## src/rtl/cam_pkg.sv

```systemverilog
`default_nettype none
// cam_pkg -- shared state encoding, pixel type and crop/decimation test for cam_window_ctrl (rev 1.0)
package cam_pkg;

    localparam int COL_W = 12;
    localparam int ROW_W = 12;

    typedef enum logic [2:0] {
        IDLE        = 3'd0,
        WAIT_VS     = 3'd1,
        FRAME_START = 3'd2,
        ACTIVE      = 3'd3,
        DONE        = 3'd4
    } cam_win_state_t;

    typedef logic [15:0] pix565_t;

    // Position lies in [lo,hi) and its offset from lo is a multiple of 2^shift.
    function automatic logic in_window(input logic [COL_W-1:0] pos,
                                       input logic [COL_W-1:0] lo,
                                       input logic [COL_W-1:0] hi,
                                       input int unsigned      shift);
        logic [COL_W-1:0] off;
        logic [COL_W-1:0] mask;
        off  = pos - lo;
        mask = (COL_W'(1) << shift) - COL_W'(1);
        return (pos >= lo) && (pos < hi) && ((off & mask) == '0);
    endfunction

endpackage
`default_nettype wire

```

## src/rtl/cam_window_ctrl_if.sv

```systemverilog
`default_nettype none
// cam_window_ctrl_if -- camera pins, arm controls and FIFO write port of the window sequencer (rev 1.0)
interface cam_window_ctrl_if;
    import cam_pkg::*;

    logic       start_en;
    logic       cont_read;
    logic       vsync;
    logic       href;
    logic [7:0] p_data;
    logic       fifo_full;
    logic       wr_en;
    pix565_t    wr_data;
    logic       busy;
    logic       frame_done;
    logic       overflow;
    logic [15:0] pix_cnt;

    modport master (
        output start_en, cont_read, vsync, href, p_data, fifo_full,
        input  wr_en, wr_data, busy, frame_done, overflow, pix_cnt
    );

    modport slave (
        input  start_en, cont_read, vsync, href, p_data, fifo_full,
        output wr_en, wr_data, busy, frame_done, overflow, pix_cnt
    );

endinterface
`default_nettype wire

```

## src/rtl/cam_byte_pair.sv

```systemverilog
`default_nettype none
// cam_byte_pair -- byte phase tracking and {first,second} RGB565 assembly (rev 1.0)
module cam_byte_pair
    import cam_pkg::*;
(
    input  wire logic       p_clock,
    input  wire logic       resetn,
    input  wire logic       byte_vld,
    input  wire logic       clr,
    input  wire logic [7:0] p_data,
    output logic            pix_vld,
    output pix565_t         pixel
);

    logic       phase_q, phase_d;
    logic [7:0] hi_q, hi_d;

    always_comb begin
        phase_d = phase_q;
        hi_d    = hi_q;
        if (clr) begin
            phase_d = 1'b0;
        end else if (byte_vld) begin
            phase_d = ~phase_q;
            if (!phase_q) hi_d = p_data;
        end
    end

    always_ff @(posedge p_clock or negedge resetn) begin
        if (!resetn) begin
            phase_q <= 1'b0;
            hi_q    <= 8'd0;
        end else begin
            phase_q <= phase_d;
            hi_q    <= hi_d;
        end
    end

    assign pix_vld = byte_vld & phase_q & ~clr;
    assign pixel   = {hi_q, p_data};

endmodule
`default_nettype wire

```

## src/rtl/cam_window_ctrl.sv

```systemverilog
`default_nettype none
// cam_window_ctrl -- arm/frame sequencer, ROI crop and 2^DEC_SHIFT decimation into the pixel FIFO (rev 1.0)
// Optional build macro CAM_WIN_TEST_PATTERN_EN replaces pixel data with {row,col} of each kept pixel.
module cam_window_ctrl
    import cam_pkg::*;
#(
    parameter int unsigned IMG_W     = 640,
    parameter int unsigned IMG_H     = 480,
    parameter int unsigned CROP_X0   = 80,
    parameter int unsigned CROP_Y0   = 0,
    parameter int unsigned CROP_W    = 480,
    parameter int unsigned CROP_H    = 480,
    parameter int unsigned DEC_SHIFT = 4
)(
    input wire logic         p_clock,
    input wire logic         resetn,
    cam_window_ctrl_if.slave bus
);

    localparam logic [COL_W-1:0] X_LO  = COL_W'(CROP_X0);
    localparam logic [COL_W-1:0] X_HI  = COL_W'(CROP_X0 + CROP_W);
    localparam logic [ROW_W-1:0] Y_LO  = ROW_W'(CROP_Y0);
    localparam logic [ROW_W-1:0] Y_HI  = ROW_W'(CROP_Y0 + CROP_H);
    localparam logic [COL_W-1:0] COL_M = COL_W'(IMG_W);
    localparam logic [ROW_W-1:0] ROW_M = ROW_W'(IMG_H);

    cam_win_state_t   state_q, state_d;
    logic             start_meta_q, start_meta_d, start_s_q, start_s_d;
    logic             href_prev_q, href_prev_d;
    logic [COL_W-1:0] col_q, col_d;
    logic [ROW_W-1:0] row_q, row_d;
    logic             wr_en_q, wr_en_d;
    pix565_t          wr_data_q, wr_data_d;
    logic             frame_done_q, frame_done_d;
    logic             overflow_q, overflow_d;
    logic [15:0]      pix_cnt_q, pix_cnt_d;

    logic    busy, arm, active, frame_end, restart;
    logic    href_fall, byte_vld, line_clr, pix_vld, keep;
    pix565_t pixel, new_word;

    // State register
    always_ff @(posedge p_clock or negedge resetn) begin
        if (!resetn) state_q <= IDLE;
        else         state_q <= state_d;
    end

    // Next state
    always_comb begin
        state_d = state_q;
        case (state_q)
            IDLE:        if (start_s_q) state_d = WAIT_VS;
            WAIT_VS:     if (!start_s_q) state_d = IDLE;
                         else if (bus.vsync) state_d = FRAME_START;
            FRAME_START: if (!start_s_q) state_d = IDLE;
                         else if (!bus.vsync) state_d = ACTIVE;
            ACTIVE:      if (bus.vsync) state_d = (bus.cont_read && start_s_q) ? FRAME_START : DONE;
            DONE:        if (!start_s_q) state_d = IDLE;
            default:     state_d = IDLE;
        endcase
    end

    // FSM outputs
    always_comb begin
        busy      = (state_q != IDLE);
        arm       = (state_q == IDLE) && start_s_q;
        active    = (state_q == ACTIVE);
        frame_end = active && bus.vsync;
        restart   = frame_end && bus.cont_read && start_s_q;
    end

    assign href_fall = href_prev_q & ~bus.href;
    assign byte_vld  = active & bus.href & ~bus.vsync;
    assign line_clr  = ~active | bus.vsync | href_fall;

    cam_byte_pair u_byte_pair (
        .p_clock  (p_clock),
        .resetn   (resetn),
        .byte_vld (byte_vld),
        .clr      (line_clr),
        .p_data   (bus.p_data),
        .pix_vld  (pix_vld),
        .pixel    (pixel)
    );

    assign keep = pix_vld && in_window(col_q, X_LO, X_HI, DEC_SHIFT)
                          && in_window(row_q, Y_LO, Y_HI, DEC_SHIFT);

`ifdef CAM_WIN_TEST_PATTERN_EN
    assign new_word = {row_q[7:0], col_q[7:0]};
`else
    assign new_word = pixel;
`endif

    always_comb begin
        start_meta_d = bus.start_en;
        start_s_d    = start_meta_q;
        href_prev_d  = bus.href;
        col_d        = col_q;
        row_d        = row_q;
        if (!active) begin
            col_d = '0;
            row_d = '0;
        end else if (href_fall) begin
            col_d = '0;
            if (row_q != ROW_M) row_d = row_q + ROW_W'(1);
        end else if (pix_vld && (col_q != COL_M)) begin
            col_d = col_q + COL_W'(1);
        end
        wr_en_d      = keep & ~bus.fifo_full;
        wr_data_d    = wr_en_d ? new_word : wr_data_q;
        frame_done_d = frame_end;
        overflow_d   = arm ? 1'b0 : (overflow_q | (keep & bus.fifo_full));
        pix_cnt_d    = (arm || restart) ? 16'd0 : (pix_cnt_q + {15'd0, wr_en_d});
    end

    always_ff @(posedge p_clock or negedge resetn) begin
        if (!resetn) begin
            start_meta_q <= 1'b0;
            start_s_q    <= 1'b0;
            href_prev_q  <= 1'b0;
            col_q        <= '0;
            row_q        <= '0;
            wr_en_q      <= 1'b0;
            wr_data_q    <= '0;
            frame_done_q <= 1'b0;
            overflow_q   <= 1'b0;
            pix_cnt_q    <= 16'd0;
        end else begin
            start_meta_q <= start_meta_d;
            start_s_q    <= start_s_d;
            href_prev_q  <= href_prev_d;
            col_q        <= col_d;
            row_q        <= row_d;
            wr_en_q      <= wr_en_d;
            wr_data_q    <= wr_data_d;
            frame_done_q <= frame_done_d;
            overflow_q   <= overflow_d;
            pix_cnt_q    <= pix_cnt_d;
        end
    end

    assign bus.busy       = busy;
    assign bus.wr_en      = wr_en_q;
    assign bus.wr_data    = wr_data_q;
    assign bus.frame_done = frame_done_q;
    assign bus.overflow   = overflow_q;
    assign bus.pix_cnt    = pix_cnt_q;

endmodule
`default_nettype wire
```

## src/flat_wrapper.sv

```systemverilog
// flat-port wrapper written by rule: the top's interface ports become plain ports
module cam_window_ctrl_flat import cam_pkg::*;
#(
    parameter int unsigned IMG_W     = 640,
    parameter int unsigned IMG_H     = 480,
    parameter int unsigned CROP_X0   = 80,
    parameter int unsigned CROP_Y0   = 0,
    parameter int unsigned CROP_W    = 480,
    parameter int unsigned CROP_H    = 480,
    parameter int unsigned DEC_SHIFT = 4
)
  (p_clock, resetn, bus_start_en, bus_cont_read, bus_vsync, bus_href, bus_p_data, bus_fifo_full, bus_wr_en, bus_wr_data, bus_busy, bus_frame_done, bus_overflow, bus_pix_cnt);
  cam_window_ctrl_if bus_i ();
  input wire logic p_clock;
  input wire logic resetn;
  input wire logic [$bits(bus_i.start_en)-1:0] bus_start_en;
  input wire logic [$bits(bus_i.cont_read)-1:0] bus_cont_read;
  input wire logic [$bits(bus_i.vsync)-1:0] bus_vsync;
  input wire logic [$bits(bus_i.href)-1:0] bus_href;
  input wire logic [$bits(bus_i.p_data)-1:0] bus_p_data;
  input wire logic [$bits(bus_i.fifo_full)-1:0] bus_fifo_full;
  output wire logic [$bits(bus_i.wr_en)-1:0] bus_wr_en;
  output wire logic [$bits(bus_i.wr_data)-1:0] bus_wr_data;
  output wire logic [$bits(bus_i.busy)-1:0] bus_busy;
  output wire logic [$bits(bus_i.frame_done)-1:0] bus_frame_done;
  output wire logic [$bits(bus_i.overflow)-1:0] bus_overflow;
  output wire logic [$bits(bus_i.pix_cnt)-1:0] bus_pix_cnt;
  assign bus_i.start_en = bus_start_en;
  assign bus_i.cont_read = bus_cont_read;
  assign bus_i.vsync = bus_vsync;
  assign bus_i.href = bus_href;
  assign bus_i.p_data = bus_p_data;
  assign bus_i.fifo_full = bus_fifo_full;
  assign bus_wr_en = bus_i.wr_en;
  assign bus_wr_data = bus_i.wr_data;
  assign bus_busy = bus_i.busy;
  assign bus_frame_done = bus_i.frame_done;
  assign bus_overflow = bus_i.overflow;
  assign bus_pix_cnt = bus_i.pix_cnt;
  cam_window_ctrl #(.IMG_W(IMG_W), .IMG_H(IMG_H), .CROP_X0(CROP_X0), .CROP_Y0(CROP_Y0), .CROP_W(CROP_W), .CROP_H(CROP_H), .DEC_SHIFT(DEC_SHIFT)) u_core (.p_clock(p_clock), .resetn(resetn), .bus(bus_i));
endmodule
```

## config.mk

```make
export PLATFORM = sky130hd
export DESIGN_NAME = cam_window_ctrl_flat
export DESIGN_NICKNAME = d
export VERILOG_FILES = /design/src/rtl/cam_pkg.sv /design/src/rtl/cam_window_ctrl_if.sv /design/src/rtl/cam_byte_pair.sv /design/src/rtl/cam_window_ctrl.sv /design/src/flat_wrapper.sv
export SDC_FILE = /design/constraint.sdc
export NUM_CORES = 1
export LEC_CHECK = 0
export ABC_AREA = 0
export CAP_MARGIN = 20
export CORE_MARGIN = 2
export CORE_UTILIZATION = 40
export DETAILED_ROUTE_END_ITERATION = 8
export PLACE_DENSITY = 0.7
export SLEW_MARGIN = 20
export SYNTH_ARGS = -nofsm -noshare
export SYNTH_HDL_FRONTEND = slang
export SYNTH_SLANG_ARGS = --single-unit
```

## constraint.sdc

```tcl
create_clock -name p_clock -period 3.9 [get_ports p_clock]
set_input_delay 0.78 -clock p_clock [delete_from_list [all_inputs] [get_ports p_clock]]
set_output_delay 0.78 -clock p_clock [all_outputs]
set_load 0.05 [all_outputs]
```

Word-level counts from Yosys, hierarchy flattened
Index checks and enable logic that the tools add are counted.
- logic and storage cells: 91
- input bits: 15
- output and inout port bits: 36
- register bits after elaboration: 74
- magnitude comparators: 4
- equality and inequality tests: 14
- bitwise gates (word level): 16
- $add $sub $neg: 4
- reductions and logical operators: 21
- multiplexer cells: 19
- operator list (kind ; count):
    $mux W12 ; 6
    $add A12 B1 Y12 const B ; 2
    $logic_not A12 Y1 ; 2
    $mux W3 ; 8
    $add A16 B1 Y16 ; 1
    $mux W16 ; 1
    $pmux W3 S5 ; 1
    $ge A12 B1 Y1 const B ; 1
    $ge A12 B7 Y1 const B ; 1
    $logic_and A1 B1 Y1 ; 12
    $lt A12 B10 Y1 const B ; 1
    $lt A12 B9 Y1 const B ; 1
    $ne A12 B10 Y1 const B ; 1
    $ne A12 B9 Y1 const B ; 1
    $ne A3 B3 Y1 const B ; 3
    $ne A2 B2 Y1 const B ; 4
    $and A1 B1 Y1 ; 7
    $eq A3 B2 Y1 const B ; 2
    $not A1 Y1 ; 6
    $reduce_and A5 Y1 ; 1
    $sub A4 B1 Y4 const B ; 1
    $eq A3 B1 Y1 const B ; 1
    $eq A3 B3 Y1 const B ; 1
    $logic_not A3 Y1 ; 1
    other kinds (8) ; 12

Logic depth before layout (Yosys ltp)
Gate-level depths: netlist of run 1.
- depth in word-level cells: 11
- mapped depth: 11
- depth with buffers taken out: 10

By module
A second synthesis of run 1 with hierarchy kept.
- cell total of the unflattened synthesis: 327
- area total of the unflattened synthesis: 3599.7 µm²
- modules (own cells, without submodules) (module ; area an instance (µm²) ; instances ; cells an instance ; seq. area each (µm²)):
    cam_window_ctrl ; 3183.1 ; 1 ; 298 ; 1626.6
    cam_byte_pair ; 416.6 ; 1 ; 29 ; 225.2

Least setup slack after synthesis of run 1
Ideal clock, no wire load.
- kind: register -> register
- start point: reg u_core.row_q[0]
- end point: reg u_core.pix_cnt_q[15], in the netlist u_core.bus.pix_cnt[15]
- stages on the path, launching flop included: 12
- setup slack: 1167 ps
- data arrival time: 2655 ps
- clock period less this slack: 2733 ps
- required time: 3822 ps
- setup time: 78 ps
- buffers on the path: 1
- cell sequence: dfrtp_1 inv_1 ha_1 or3b_1 and4bb_2 nand4_4 buf_6 inv_1 ha_1 nand2_1 or4_1 a21oi_1
- word-level cells in the longest chain between the ends: 7
- elaborated cells between the ends (all ways): 9
- those cells by class: 1 x add/sub; 2 x order compare; 1 x mux; 1 x bitwise; 4 x reduce/logical
- ends and longest elaborated chain (what ; RTL line ; text):
    start, declared ; cam_window_ctrl.sv:31 ; logic [ROW_W-1:0] row_q, row_d;
    start signal, assigned ; cam_window_ctrl.sv:134 ; row_q <= row_d;
    $ge A12 B1 Y1 / $lt A12 B9 Y1 (equally long branches) ; cam_pkg.sv:27 ; return (pos >= lo) && (pos < hi) && ((off & mask) == '0);
    $logic_and A1 B1 Y1 ; cam_pkg.sv:27 ;
    $logic_and A1 B1 Y1 * ; cam_pkg.sv:27 ;
    $logic_and A1 B1 Y1 * ; cam_window_ctrl.sv:87 ; && in_window(row_q, Y_LO, Y_HI, DEC_SHIFT);
    $and A1 B1 Y1 * ; cam_window_ctrl.sv:110 ; wr_en_d = keep & ~bus.fifo_full;
    named net u_core.wr_en_d ; cam_window_ctrl.sv:32 ; logic wr_en_q, wr_en_d;
    $add A16 B1 Y16 * ; cam_window_ctrl.sv:114 ; pix_cnt_d = (arm || restart) ? 16'd0 : (pix_cnt_q + {15'd0, wr_en_d});
    $mux W16 * ; cam_window_ctrl.sv:114 ;
    named net u_core.pix_cnt_d[15] ; cam_window_ctrl.sv:36 ; logic [15:0] pix_cnt_q, pix_cnt_d;
    end signal, assigned ; cam_window_ctrl.sv:139 ; pix_cnt_q <= pix_cnt_d;
    end, declared ; cam_window_ctrl.sv:36 ;
Mark *: on every way through the listed nets, which the timed path passes. The rest lies on a longest branch.
A chain may end at the register's enable or synchronous reset.

Worst setup path in the final report of run 1
- start point: in bus_vsync
- end point: reg u_core.pix_cnt_q[15], in the netlist u_core.bus.pix_cnt[15]
- word-level cells in the longest chain between the ends: 9
- elaborated cells between the ends (all ways): 16
- those cells by class: 1 x add/sub; 1 x mux; 8 x bitwise; 6 x reduce/logical
- ends and longest elaborated chain (what ; RTL line ; text):
    start, declared ; flat_wrapper.sv:18 ; input wire logic [$bits(bus_i.vsync)-1:0] bus_vsync;
    $not A1 Y1 / $or A1 B1 Y1 (equally long branches) ; cam_window_ctrl.sv:73, cam_window_ctrl.sv:74 ;
    $and A1 B1 Y1 / $or A1 B1 Y1 (equally long branches) ; cam_window_ctrl.sv:73, cam_window_ctrl.sv:74 ;
    $and A1 B1 Y1 / $not A1 Y1 (equally long branches) ; n/a ;
    $and A1 B1 Y1 * ; cam_byte_pair.sv:39 ; assign pix_vld = byte_vld & phase_q & ~clr;
    $logic_and A1 B1 Y1 * ; cam_window_ctrl.sv:86 ; assign keep = pix_vld && in_window(col_q, X_LO, X_HI, DEC_SHIFT)
    $logic_and A1 B1 Y1 * ; cam_window_ctrl.sv:87 ;
    $and A1 B1 Y1 * ; cam_window_ctrl.sv:110 ;
    named net u_core.wr_en_d ; cam_window_ctrl.sv:32 ;
    $add A16 B1 Y16 * ; cam_window_ctrl.sv:114 ;
    $mux W16 * ; cam_window_ctrl.sv:114 ;
    named net u_core.pix_cnt_d[15] ; cam_window_ctrl.sv:36 ;
Marks and branches as above.

==> run metrics, run 1 <==
status finished, final reports clean; synthesized area roughly 0.0036 sq mm; Num Clock Sinks 74; final net count slightly below 400; number of global-route vias before repair 2,681; I/O Buffers 50; area growth from synthesis to layout 22.6%; gpl congestion about 0.8; crit path kind input pin to flip-flop; Final Hold Fails 0; CTS tree yes; die area 0.00977 sq mm; synth warn 0; count of cell types in the netlist 53; drt first pass iters 4; worst-path maximum fanout 9; CTS max path bufs 2; CP Cell Sequence clkdlybuf4s50_1 > nand4bb_4 > a211oi_2 > nand4_4 > inv_1 > ha_1 > nand2_1 > or4_1 > a21oi_1; Tot Pwr 1.63 mW; worst setup path start bus_vsync; Post-CTS Hold Buffers 0; post-route ant nets 0; CTS Buf Count 9; routed vias/inst ~5.4; Syn Nets between 300 and 400; Post-synth EDFFs 0; Cell Rows 34; wire length per cell ~15 um; Core Box Area roughly 0.0087 sq mm; clock root buffer clkbuf_8; Die H 98.9 um; minimum clock period slightly below 3 ns; post-CTS setup buffers 0; number of I/O pins 51; worst stage delay on the critical path approximately 0.55 ns; placed inst area roughly 0.0042 sq mm; period utilization 0.757; unrepaired setup endpoints after global routing no; Seq cells post-synth between 70 and 80; fmax 339 MHz; WP data arrival ~3.2 ns; initial antenna violation count 0; Hold WC Path Type flip-flop to flip-flop; initial DRC count 124; Slew headroom 0.384; detailed placer's ending HPWL ~5100 um; r2r endpoint u_core.bus.pix_cnt[15]$_DFF_PN0_; Ant. Diodes 0; Setup TNS 0 ns; max cap viols 0; clk slew on worst S/H paths approximately 0.080 ns; R2R setup slack 1.14 ns; Setup Skew 0.0143 ns; GR Overflow Total 0; required time worst endpoint 4.16 ns; sequential share of the synthesized area 0.514; final slew viol count 0; Worst-Skew Late Latency roughly 0.35 ns; cts repair resizes 0; largest net degree at the start of global routing 75; Worst-Margin Slew roughly 0.92 ns; share of cells above drive strength 1 0.139; Die X-Extent 98.9 um; Post-Syn Instances approximately 320; Starting Density 0.413; Crit. End Element flip-flop; Worst R2R Start u_core.row_q[0]$_DFFE_PN0P_; drt total wl roughly 7300 um; CP Launch Type input pin; htree depth 3; Reg2Reg Depth 10; final setup fails 0; GR Util All Layers 0.157; Via Count between 2k and 3k; final instance area around 0.0044 sq mm; Top FF cell, synth dfrtp_1; post-synthesis async set-or-reset flop share 1.00; leakage power roughly 1.9 nW; CP max stage cell clkdlybuf4s50_1; Pwr Density 370 mW/mm^2; worst vdd ir 275 uV; drt drc 0; first-pass GRT wire length approximately 12,000 um; crit path to u_core.bus.pix_cnt[15]$_DFF_PN0_; Mean Syn Cell Area 11.2 sq um
## stage by stage
stage / hold slack (ns) / instances / worst slack (ns) / util
2_1_floorplan: 0.331 / 322 / 1.17 / -
3_3_place_gp: 0.334 / 474 / 0.679 / 0.482
3_5_place_dp: 0.350 / 474 / 0.577 / 0.482
4_1_cts: 0.369 / 490 / 0.950 / 0.506
5_1_grt: 0.371 / 490 / 0.747 / 0.506
6_report: 0.363 / 490 / 0.947 / 0.506
## per-layer routing
| layer | routed length, um | vias to the layer above | track usage | part of all wire |
|---|---|---|---|---|
| met5 | 0 | - | 0 | 0 |
| met4 | 95 | 0 | 0.0653 | 0.013 |
| met3 | 233 | 9 | 0.0383 | 0.032 |
| met2 | 3610 | 43 | 0.253 | 0.49 |
| met1 | 3370 | 1302 | 0.202 | 0.46 |
| li1 | - | 1277 | - | - |
## worst max-delay path: cells and delay by family
kind / cells / cell delay (ns)
AND/OR/NAND/NOR: 4 / 1.06
adder cells (fa/ha/maj): 1 / 0.28
AO/OA/AOI/OAI: 2 / 0.46
buffers and inverters: 2 / 0.66
## layout make-up
| cell class | count | area (sq um) |
|---|---|---|
| clock inverter | 7 | 82.6 |
| tap | 108 | 135 |
| inverter | 6 | 22.5 |
| timing repair buffer | 53 | 518 |
| multi-input combinational | 233 | 1680 |
| sequential | 74 | 1850 |
| clock buffer | 9 | 124 |
| fill | 760 | 4310 |
## cells in the final DEF (no fill, tap or decap), types with 9 or more instances in the layout
cell type	netlist	final
clkdlybuf4s50_1	0	49
nor2_1	32	32
a21oi_1	14	14
nand4_1	9	9
nand2_1	21	21
mux2_4	9	9
dfrtp_1	74	74
mux2_2	15	15
xor2_1	15	15
clkbuf_8	0	9
nand3_1	16	16
## synth_stat cells, types with 6 or more instances
| library cell | n | area share |
|---|---|---|
| dfrtp_1 | 74 | 0.51 |
| nor2_1 | 32 | 0.033 |
| nand2_1 | 21 | 0.022 |
| nand3_1 | 16 | 0.022 |
| mux2_2 | 15 | 0.047 |
| xor2_1 | 15 | 0.036 |
| a21oi_1 | 14 | 0.019 |
| mux2_4 | 9 | 0.038 |
| nand4_1 | 9 | 0.016 |
| o21ai_0 | 8 | 0.011 |
| or3_1 | 8 | 0.014 |
| xnor2_1 | 7 | 0.017 |
| ha_1 | 6 | 0.021 |
| inv_1 | 6 | 0.0063 |
## report_power, final
part           total [mW]  leakage, nW  internal, mW  switching (mW)
Clock               0.622       0.0988         0.307           0.315
Combinational       0.163        0.769        0.0725          0.0902
Sequential          0.846         1.01         0.814          0.0322
## worst min-delay path by stage
stage	from	endpoint	slack, ns	depth (start not counted)
6_report	u_core.start_meta_q$_DFF_PN0_	u_core.start_s_q$_DFF_PN0_	0.36	0
5_1_grt	u_core.start_meta_q$_DFF_PN0_	u_core.start_s_q$_DFF_PN0_	0.37	0
4_1_cts	u_core.start_meta_q$_DFF_PN0_	u_core.start_s_q$_DFF_PN0_	0.37	0
3_5_place_dp	u_core.start_meta_q$_DFF_PN0_	u_core.start_s_q$_DFF_PN0_	0.35	0
3_3_place_gp	u_core.start_meta_q$_DFF_PN0_	u_core.start_s_q$_DFF_PN0_	0.33	0
2_1_floorplan	u_core.start_meta_q$_DFF_PN0_	u_core.start_s_q$_DFF_PN0_	0.33	0
## state kept, by name, indices dropped and copies added, names as in the netlist
name / cells
u_core.col_q: 12
u_core.start_s_q: 1
u_core.u_byte_pair.hi_q: 8
u_core.start_meta_q: 1
u_core.u_byte_pair.phase_q: 1
u_core.bus.pix_cnt: 16
u_core.state_q: 3
u_core.bus.wr_en: 1
u_core.href_prev_q: 1
u_core.bus.overflow: 1
u_core.bus.frame_done: 1
u_core.bus.wr_data: 16
u_core.row_q: 12
## cells by family after synthesis
| family | share of synthesized area |
|---|---|
| buffers and inverters | 0.0195 |
| AOI/OAI and AO/OA | 0.0786 |
| DFF | 0.514 |
| xor gates and xnor gates | 0.0535 |
| muxes | 0.0956 |
| adders and majority gates | 0.0209 |
| and+or+nand+nor | 0.218 |
No activity file was read; power rests on OpenSTA's default activity.
==> inputs of run 2 (changes only) <==
==> constraint.sdc (replaced) <==
create_clock -name p_clock -period 2.9 [get_ports p_clock]
set_input_delay 0.58 -clock p_clock [delete_from_list [all_inputs] [get_ports p_clock]]
set_output_delay 0.58 -clock p_clock [all_outputs]
set_load 0.05 [all_outputs]
==> run metrics, run 2 (same netlist as run 1, synthesis figures left out) <==
unrepaired setup endpoints after global routing no; initial antenna violation count 0; Num Clock Sinks 74; worst stage delay on the critical path 0.72 ns; final net count approximately 400; CP Cell Sequence or3_1 > clkdlybuf4s50_1; GR Overflow Total 0; clk slew on worst S/H paths 0.08 ns; first-pass GRT wire length 12,800 um; clock root buffer clkbuf_8; Setup TNS 0 ns; htree depth 3; number of global-route vias before repair around 2.6k; R2R setup slack 0.34 ns; Starting Density 0.413; dpl ws 0.0916 ns; CP Launch Type flip-flop; Post-CTS Hold Buffers 0; share of cells above drive strength 1 0.152; largest net degree at the start of global routing between 40 and 50; minimum clock period roughly 2.6 ns; worst vdd ir approximately 400 uV; worst-path maximum fanout 10; CTS max path bufs 2; I/O Buffers 50; Worst-Margin Slew between 0.6 and 0.7 ns; Slew headroom 0.547; detailed placer's ending HPWL about 5300 um; Setup Skew just under 0.01 ns; drt first pass iters 4; CTS tree yes; post-route ant nets 0; area growth from synthesis to layout 24.6%; Via Count 2,626; post-CTS setup buffers 0; initial DRC count 109; crit path kind flip-flop to primary output; period utilization 0.893; CP max stage cell clkdlybuf4s50_1; placed inst area about 0.0043 sq mm; Pwr Density 503 mW/mm^2; leakage power a little under 2 nW; drt drc 0; Worst-Skew Late Latency around 0.35 ns; Setup WS post-layout 0.310 ns; CTS Buf Count 9; Die H roughly 99 um; wire length per cell between 10 and 15 um; r2r endpoint u_core.bus.pix_cnt[15]$_DFF_PN0_; drt total wl approximately 7300 um; Die X-Extent 98.9 um; number of I/O pins just over 50; most frequent cells in the layout dfrtp_1 (74), clkdlybuf4s50_1 (49), nor2_1 (32), nand2_1 (21), nand3_1 (16); final instance area roughly 0.0045 sq mm; cts repair resizes 0; Crit. End Element primary output; Ant. Diodes 0; Reg2Reg Depth 10; final setup fails 0; Tot Pwr between 2 and 2.5 mW; Worst R2R Start u_core.row_q[0]$_DFFE_PN0P_; fmax a little under 400 MHz; gpl congestion roughly 0.82; required time worst endpoint 2.32 ns; routed vias/inst roughly 5.3; Cell Rows 34; commonest non-fill, non-tap cell in the layout dfrtp_1; final slew viol count 0; fillcell total approximately 760; GR Util All Layers 0.162; die area 0.00977 sq mm; hold_ws roughly 0.26 ns; Core Box Area just under 0.009 sq mm; WP data arrival 2.01 ns; Hold WC Path Type input pin to async pin; Final Hold Fails 0; status finished, final reports clean; max cap viols 0
[run 2: area by class of cell]
class / count / area (sq um) / area share
inverter: 6 / 22.5 / 0.00502
tap: 108 / 135 / 0.0301
sequential: 74 / 1850 / 0.413
clock buffer: 9 / 124 / 0.0276
clock inverter: 7 / 100 / 0.0223
multi-input combinational: 233 / 1680 / 0.374
timing repair buffer: 59 / 576 / 0.128
[run 2: worst max path at each step]
stage	start	end	slack, ns
floorplan	u_core.row_q[0]$_DFFE_PN0P_	u_core.bus.pix_cnt[15]$_DFF_PN0_	0.17
global placement	bus_href	u_core.bus.pix_cnt[15]$_DFF_PN0_	0.16
detailed placement	bus_href	u_core.bus.pix_cnt[15]$_DFF_PN0_	0.09
CTS	u_core.state_q[2]$_DFFE_PN0P_	bus_busy	0.29
global route	u_core.row_q[0]$_DFFE_PN0P_	u_core.bus.pix_cnt[15]$_DFF_PN0_	0.19
finish	u_core.state_q[2]$_DFFE_PN0P_	bus_busy	0.31
[run 2: metal layers]
metal,GRT usage,vias up,share of wire
li1,-,1295,-
met1,0.224,1281,0.47
met2,0.255,43,0.48
met3,0.0369,7,0.034
met4,0.0506,0,0.013
met5,0,-,0
[run 2: worst max-delay path: cells and delay by family (launching register included)]
kind / cells / cell delay (ns)
AND/OR/NAND/NOR: 1 / 0.46
buffers and inverters: 1 / 0.72
flip-flops: 1 / 0.49
[run 2: report_power, final]
group | total (mW) | switching, mW | internal, mW
Combinational | 0.227 | 0.123 | 0.104
Sequential | 1.14 | 0.0417 | 1.10
Clock | 0.895 | 0.403 | 0.492
Total | 2.26 | 0.568 | 1.69
[run 2: metrics by stage]
step,cells,util
finish,496,0.514
global route,496,0.514
CTS,496,0.514
detailed placement,480,0.489
global placement,480,0.489
floorplan,322,-
